===== src/rtl/stopwatch_counter_if.sv =====
// Stopwatch counter interface: run/clear/lap controls in, tick and
// frozen-or-live BCD display digits plus status flags out.
interface stopwatch_counter_if;
    logic       run;
    logic       clr;
    logic       lap;
    logic       tick;
    logic [3:0] disp_mt;
    logic [3:0] disp_mo;
    logic [3:0] disp_st;
    logic [3:0] disp_so;
    logic [3:0] disp_ct;
    logic [3:0] disp_co;
    logic       lap_hold;
    logic       ovf;

    // Controller / display side
    modport master (
        output run, clr, lap,
        input  tick, disp_mt, disp_mo, disp_st, disp_so, disp_ct, disp_co,
        input  lap_hold, ovf
    );

    // Counter side
    modport slave (
        input  run, clr, lap,
        output tick, disp_mt, disp_mo, disp_st, disp_so, disp_ct, disp_co,
        output lap_hold, ovf
    );
endinterface


===== src/rtl/stopwatch_counter.sv =====
// Stopwatch time base and MM:SS.cc BCD counter.
// Stage p0: prescaler and internal digits. Stage p1: tick, display
// register (live or lap-frozen), lap_hold and sticky overflow.
module stopwatch_counter #(
    parameter int CLK_FREQ_HZ = 100_000_000,
    parameter int TICK_HZ     = 100
) (
    input  logic                clk,
    input  logic                reset,
    stopwatch_counter_if.slave  sw
);

    localparam int DIV = CLK_FREQ_HZ / TICK_HZ;
    localparam int PW  = $clog2(DIV);
    localparam logic [PW-1:0] PRESC_LAST = PW'(DIV - 1);

    // Digit packing throughout: {mt, mo, st, so, ct, co}
    logic [PW-1:0] presc_p0;
    logic [23:0]   dig_p0;
    logic [23:0]   dig_inc;
    logic [23:0]   dig_nxt;
    logic          roll_max;
    logic          adv;
    logic          clear;

    logic          tick_p1;
    logic [23:0]   disp_p1;
    logic          lap_hold_p1;
    logic          ovf_p1;

    // One BCD digit: add carry-in, wrap to 0 and carry out above lim.
    function automatic logic [4:0] bcd_step(input logic [3:0] d,
                                            input logic [3:0] lim,
                                            input logic       cin);
        if (!cin)
            return {1'b0, d};
        if (d >= lim)
            return {1'b1, 4'd0};
        return {1'b0, d + 4'd1};
    endfunction

    // Add one centisecond; MSB of the result is the 59:59.99 rollover.
    function automatic logic [24:0] bcd_advance(input logic [23:0] d);
        logic [4:0] co, ct, so, st, mo, mt;
        co = bcd_step(d[3:0],   4'd9, 1'b1);
        ct = bcd_step(d[7:4],   4'd9, co[4]);
        so = bcd_step(d[11:8],  4'd9, ct[4]);
        st = bcd_step(d[15:12], 4'd5, so[4]);
        mo = bcd_step(d[19:16], 4'd9, st[4]);
        mt = bcd_step(d[23:20], 4'd5, mo[4]);
        return {mt[4], mt[3:0], mo[3:0], st[3:0], so[3:0], ct[3:0], co[3:0]};
    endfunction

    assign clear = reset || sw.clr;
    // Advance only when run is still high on the edge the prescaler wraps.
    assign adv   = sw.run && (presc_p0 == PRESC_LAST);

    // Next digit values: incremented on a wrap edge, otherwise unchanged.
    always_comb begin
        {roll_max, dig_inc} = bcd_advance(dig_p0);
        dig_nxt = adv ? dig_inc : dig_p0;
    end

    // ---- stage p0: prescaler and internal digits ----
    // Prescaler counts only while running, so a pause keeps the partial tick.
    always_ff @(posedge clk) begin
        if (clear)
            presc_p0 <= '0;
        else if (sw.run)
            presc_p0 <= adv ? '0 : presc_p0 + PW'(1);
    end

    // Internal digits advance one centisecond per prescaler wrap.
    always_ff @(posedge clk) begin
        if (clear)
            dig_p0 <= '0;
        else
            dig_p0 <= dig_nxt;
    end

    // ---- stage p1: tick, display, lap and overflow ----
    // Tick goes high together with the new digit values.
    always_ff @(posedge clk) begin
        if (clear)
            tick_p1 <= 1'b0;
        else
            tick_p1 <= adv;
    end

    // Overflow is sticky until clear or reset.
    always_ff @(posedge clk) begin
        if (clear)
            ovf_p1 <= 1'b0;
        else if (adv && roll_max)
            ovf_p1 <= 1'b1;
    end

    // Lap pulse toggles the display freeze; clear always releases it.
    always_ff @(posedge clk) begin
        if (clear)
            lap_hold_p1 <= 1'b0;
        else if (sw.lap)
            lap_hold_p1 <= ~lap_hold_p1;
    end

    // Display tracks the digits unless frozen; a lap edge both captures
    // the snapshot on entry and resumes tracking on exit.
    always_ff @(posedge clk) begin
        if (clear)
            disp_p1 <= '0;
        else if (!lap_hold_p1 || sw.lap)
            disp_p1 <= dig_nxt;
    end

    assign sw.tick     = tick_p1;
    assign sw.lap_hold = lap_hold_p1;
    assign sw.ovf      = ovf_p1;
    assign sw.disp_mt  = disp_p1[23:20];
    assign sw.disp_mo  = disp_p1[19:16];
    assign sw.disp_st  = disp_p1[15:12];
    assign sw.disp_so  = disp_p1[11:8];
    assign sw.disp_ct  = disp_p1[7:4];
    assign sw.disp_co  = disp_p1[3:0];

endmodule


===== src/flat_wrapper.sv =====
// flat-port wrapper written by rule: the top's interface ports become plain ports
module stopwatch_counter_flat 
#(
    parameter int CLK_FREQ_HZ = 100_000_000,
    parameter int TICK_HZ     = 100
)
  (clk, reset, sw_run, sw_clr, sw_lap, sw_tick, sw_disp_mt, sw_disp_mo, sw_disp_st, sw_disp_so, sw_disp_ct, sw_disp_co, sw_lap_hold, sw_ovf);
  stopwatch_counter_if sw_i ();
  input  logic clk;
  input  logic reset;
  input wire logic [$bits(sw_i.run)-1:0] sw_run;
  input wire logic [$bits(sw_i.clr)-1:0] sw_clr;
  input wire logic [$bits(sw_i.lap)-1:0] sw_lap;
  output wire logic [$bits(sw_i.tick)-1:0] sw_tick;
  output wire logic [$bits(sw_i.disp_mt)-1:0] sw_disp_mt;
  output wire logic [$bits(sw_i.disp_mo)-1:0] sw_disp_mo;
  output wire logic [$bits(sw_i.disp_st)-1:0] sw_disp_st;
  output wire logic [$bits(sw_i.disp_so)-1:0] sw_disp_so;
  output wire logic [$bits(sw_i.disp_ct)-1:0] sw_disp_ct;
  output wire logic [$bits(sw_i.disp_co)-1:0] sw_disp_co;
  output wire logic [$bits(sw_i.lap_hold)-1:0] sw_lap_hold;
  output wire logic [$bits(sw_i.ovf)-1:0] sw_ovf;
  assign sw_i.run = sw_run;
  assign sw_i.clr = sw_clr;
  assign sw_i.lap = sw_lap;
  assign sw_tick = sw_i.tick;
  assign sw_disp_mt = sw_i.disp_mt;
  assign sw_disp_mo = sw_i.disp_mo;
  assign sw_disp_st = sw_i.disp_st;
  assign sw_disp_so = sw_i.disp_so;
  assign sw_disp_ct = sw_i.disp_ct;
  assign sw_disp_co = sw_i.disp_co;
  assign sw_lap_hold = sw_i.lap_hold;
  assign sw_ovf = sw_i.ovf;
  stopwatch_counter #(.CLK_FREQ_HZ(CLK_FREQ_HZ), .TICK_HZ(TICK_HZ)) u_core (.clk(clk), .reset(reset), .sw(sw_i));
endmodule

===== config.mk =====
export PLATFORM = sky130hd
export DESIGN_NAME = stopwatch_counter_flat
export DESIGN_NICKNAME = d
export VERILOG_FILES = /design/src/rtl/stopwatch_counter_if.sv /design/src/rtl/stopwatch_counter.sv /design/src/flat_wrapper.sv
export SDC_FILE = /design/constraint.sdc
export NUM_CORES = 1
export LEC_CHECK = 0
export CORE_MARGIN = 1.5
export CORE_UTILIZATION = 55
export DETAILED_ROUTE_END_ITERATION = 8
export HOLD_SLACK_MARGIN = 0.1
export PLACE_DENSITY = 0.77
export SYNTH_ARGS = -nofsm -noshare
export SYNTH_HDL_FRONTEND = slang
export SYNTH_SLANG_ARGS = --single-unit

===== constraint.sdc =====
create_clock -name clk -period 2.3 [get_ports clk]
set_input_delay 0.345 -clock clk [delete_from_list [all_inputs] [get_ports clk]]
set_output_delay 0.345 -clock clk [all_outputs]
set_load 0.005 [all_outputs]

# Yosys cells after proc, flatten, opt, wreduce, memory -nomap -nowiden
# Index checks and enable logic that the tools add are counted.
[op_classes]
reduce_logical = 5
n_lt_le_gt_ge = 6
n_bitwise = 1
eq_ne = 1
add_sub_neg = 7
n_mux = 35
[op_table]
columns = ["cell", "count"]
rows = [
  ["5-bit 2-to-1 mux", 22],
  ["4-bit by 1-bit adder with 4-bit output (second input constant)", 6],
  ["24-bit 2-to-1 mux", 1],
  ["20-bit by 1-bit adder with 20-bit output (second input constant)", 1],
  ["20-bit == test (second input constant)", 1],
  ["20-bit 2-to-1 mux", 1],
  ["4-bit >= comparator (second input constant)", 4],
  ["1-bit 2-to-1 mux", 11],
  ["4-bit by 3-bit >= comparator with 1-bit output (second input constant)", 2],
  ["1-bit logical AND", 2],
  ["1-bit logical OR", 2],
  ["1-bit logical NOT", 1],
  ["1-bit NOT", 1],
]
[totals]
output_inout_bits = 27
input_bits = 5
reg_bits = 71
elab_cells = 61

# Longest topological paths before layout
[logic_depth]
word_depth = 24
ltp_mapped = 8
mapped_depth_nobuf = 7

# Worst setup path before layout
# OpenSTA, ideal clock, no wires.
[synth_timing]
path_kind = "register -> register"
startpoint = "register u_core.dig_p0[8]"
endpoint = "register u_core.disp_p1[19]"
stages_incl_launch_ff = 9
slack_ps = 212
n_path_buf = 1
arrival_ps = 1957
t_required_ps = 2169
setup_time_ps = 131
period_less_slack_ps = 2088
path_cell_list = "dfxtp_1 inv_1 ha_1 or3b_2 nand4_1 or3_1 clkbuf_1 nor4_1 o31ai_1"
[synth_between]
elab_chain_len = 8
word_cells_on_any_way = 9
cone_classes = "order compare: 1; mux: 8"
[synth_lines]
columns = ["item", "line_no", "text"]
rows = [
  ["start: declaration", "stopwatch_counter.sv:19", "logic [23:0] dig_p0;"],
  ["start signal: assignment", "stopwatch_counter.sv:78", "dig_p0 <= dig_nxt;"],
  ["4-bit >= comparator (*)", "stopwatch_counter.sv:37", "if (d >= lim)"],
  ["1-bit 2-to-1 mux (2 in a row)", "stopwatch_counter.sv:37", ""],
  ["5-bit 2-to-1 mux (*)", "stopwatch_counter.sv:39", "return {1'b0, d + 4'd1};"],
  ["5-bit 2-to-1 mux (*) (3 in a row)", "stopwatch_counter.sv:37", ""],
  ["24-bit 2-to-1 mux (*)", "stopwatch_counter.sv:61", "dig_nxt = adv ? dig_inc : dig_p0;"],
  ["end signal: assignment", "stopwatch_counter.sv:112", "disp_p1 <= dig_nxt;"],
  ["end: declaration", "stopwatch_counter.sv:27", "logic [23:0] disp_p1;"],
]
# Mark *: on every way between the ends. The rest lies on a longest branch, timed or not. The select of a mux whose other input is x is not followed.
# A chain may end at the register's enable or synchronous reset.

# Final worst setup path
# Ends and elaborated chain as after synthesis.

==> summary.md <==
| Metric | Value |
|---|---|
| Status | completed |
| Area growth syn-to-layout | 20.7% |
| Period utilisation layout | 0.926 |
| Remaining global-route overflow | 0 |
| Largest net degree at the start of global routing | 42 |
| Worst slack at placement | -0.0308 ns |
| Worst Hold Slack | 0.466 ns |
| Endpoints failing setup | 0 |
| Initial core utilization | 0.568 |
| Max-slew violation count | 0 |
| Syn nets | 406 |
| Clock slew at reported path FFs | 0.07 ns |
| Clock period minus final worst setup slack | 2.13 ns |
| Row count | 28 |
| Via count | 2,852 |
| Async SR Flop Fraction | 0 |
| DIE AREA | 0.00659 sq mm |
| Crit path kind | register to register |
| Most frequent cell after synthesis | dfxtp_1 |
| Clock Latency Late Sink | 0.35 ns |
| Clock buffer count from CTS | 9 |
| WL final | 7.22 mm |
| CORE AREA | 0.00592 sq mm |
| Gr usage total | 0.232 |
| Register area | 0.00142 sq mm |
| Drt wl/cell | 14.3 um |
| CP delay by family, top | simple AND/OR/NAND/NOR gates |
| Initial antenna violation count | 0 |
| CP bufs+invs | 2 |
| Hold Path Class | register to register |
| Max clock buf depth | 2 |
| EDFF count, synth | 0 |
| Share of the core filled with cells | 0.685 |
| FMAX | 469 MHz |
| Diode count | 0 |
| Post-route ant nets | 0 |
| I/O Buffers | 31 |
| Final Hold Viols | 0 |
| Worst-path maximum fanout | 10 |
| Leak Pwr | 0.00141 uW |
| Dpl cell area | 0.00386 sq mm |
| VDD IR-drop max | 361 uV |
| Cells along the critical path | inv_1 -> ha_1 -> or3b_2 -> nand4_1 -> buf_4 -> nor3_4 -> a31oi_1 -> o31ai_1 |
| Synthesis-stage register bit count | 71 |
| Worst EP arrival | 2.39 ns |
| Clock skew | 0.00775 ns |
| DRC viols | 0 |
| Synth cell count leaders | dfxtp_1 (71), nor2_1 (52), nand2_1 (25) |
| Share of cells above drive strength 1 | 0.130 |
| Footprint of the multi-input gates | 0.00181 sq mm |
| Critical-path top delay cell | dfxtp_1 |
| Area contributors post-synth | dfxtp_1 (42%), ha_1 (7.1%), nor2_1 (5.8%) |
| Worst setup EP type | register |
| DRT Pass-1 Iters | 4 |
| Post-synthesis cell area | 0.00336 sq mm |
| Slew HR | 0.590 |
| Die Wd | 81.2 um |
| Initial DRC count | 131 |
| Vias in the first global route | 2,628 |
| Post-CTS setup buffer count | 0 |
| # fillers | 469 |
| Dominant cell type by area after synthesis | dfxtp_1 |
| CTS sink count | 71 |
| Detailed Place HPWL | 4.93 mm |
| Synth top area share | 0.423 |
| CP required | 2.56 ns |
| Worst slew pin tran | 0.613 ns |
| Yosys cell types | 46 |
| Yosys warning count | 0 |
| Final Power | 2250 uW |
| Ports | 32 |
| Power Dens Cells | 555 mW/mm^2 |
| Crit start category | register |
| Die Span Y | 81.2 um |
| Sequential fraction of the synthesis area | 0.423 |
| H-Tree Depth | 3 |
| Max stage delay on crit path | 0.42 ns |
| Clk Tree Root Cell | clkbuf_8 |
| Ys flop type | dfxtp_1 |
| Global-route wire length before repair | 11.8 mm |
| Post-Synthesis Cells | 382 |
| Setup ws final | 0.169 ns |
| Vias per inst | 5.64 |
| Final nets | 451 |
| Syn avg cell area | 8.80 sq um |
| CTS tree | yes |
| Final Cell Area | 0.00406 sq mm |
| Max Cap Viol | 0 |
| Routability Congestion | 0.836 |
[flip-flops by register name, indices dropped and copies added (netlist names)]
register            flops
u_core.presc_p0        20
u_core.sw.tick          1
u_core.disp_p1         24
u_core.dig_p0          24
u_core.sw.ovf           1
u_core.sw.lap_hold      1
[final timing paths]
check	startpoint	endpoint	slack, ns	cells past startpoint
min	u_core.disp_p1[11]$_SDFFE_PP0P_	u_core.disp_p1[11]$_SDFFE_PP0P_	0.47	2
min reg2reg	u_core.disp_p1[11]$_SDFFE_PP0P_	u_core.disp_p1[11]$_SDFFE_PP0P_	0.47	2
max	u_core.dig_p0[8]$_SDFF_PP0_	u_core.disp_p1[19]$_SDFFE_PP0P_	0.17	8
max reg2reg	u_core.dig_p0[8]$_SDFF_PP0_	u_core.disp_p1[19]$_SDFFE_PP0P_	0.17	8
[layout by cell type, fill, tap and decap left out, types with 3 or more instances in the layout]
cell	netlist	final
ha_1	19	19
xor2_1	13	13
or3b_2	3	3
clkbuf_8	0	9
a211oi_1	3	3
a31oi_1	9	9
nand3_1	11	11
nor4_1	4	3
dfxtp_1	71	71
and3_1	6	6
a21oi_1	23	23
inv_1	18	18
clkdlybuf4s50_1	0	31
nor2_1	52	52
mux2_2	4	4
o31ai_1	9	8
nor3_1	9	9
o21ai_0	20	20
a41oi_1	5	5
nor4b_1	3	3
nand2b_1	6	6
buf_4	0	18
xnor2_1	6	6
nand2_1	25	25
nand4_1	15	15
and2_1	4	4
mux2i_1	3	3
[repair_timing]
action | 4_1_cts | 5_1_grt
endpoints found under the setup margin | 0 | 16
resized for setup | 0 | 4
hold buffers | 0 | 0
endpoints found under the hold margin | 0 | 0
[through the flow]
step	setup TNS, ns	cells
after floorplan	0	382
after global placement	0	491
after detailed placement	-0.0310	491
after CTS	0	506
after global routing	-0.00423	506
final	0	506
[worst min-delay path, stage by stage (launching register included)]
cell,delay [ns]
dfxtp_1,0.32
nand2_1,0.05
o31ai_1,0.05
[cells by family (layout without fill, tap and decap cells)]
group / Yosys count / after routing / synth area share
fa+ha+maj: 19 / 19 / 0.0707
compound gates: 76 / 76 / 0.146
xor+xnor: 19 / 19 / 0.0495
buf+inv: 35 / 84 / 0.0450
flops: 71 / 71 / 0.423
mux: 7 / 7 / 0.0223
simple gates: 155 / 155 / 0.244
[cell type report]
type                    count  share of cell area
multi-input cells         276               0.446
well taps                  75              0.0231
clock inverters             4              0.0117
flip-flops and latches     71               0.350
clock buffers              11              0.0324
inverters                  18              0.0167
repair buffers             51               0.120
[report_power, final]
group | switching (uW) | total, uW | internal [uW]
Sequential | 3.18 | 1240 | 1230
Combinational | 40.1 | 68.0 | 27.9
Clock | 456 | 948 | 492
Total | 500 | 2250 | 1750
[routing by layer]
layer  part of all wire  vias to the layer above  track usage
met3              0.033                       12       0.0416
li1                   -                     1437            -
met2               0.48                       49        0.386
met4              0.018                        0        0.105
met5                  0                        -            0
met1               0.47                     1354        0.291
No activity file was read; power rests on OpenSTA's default activity.
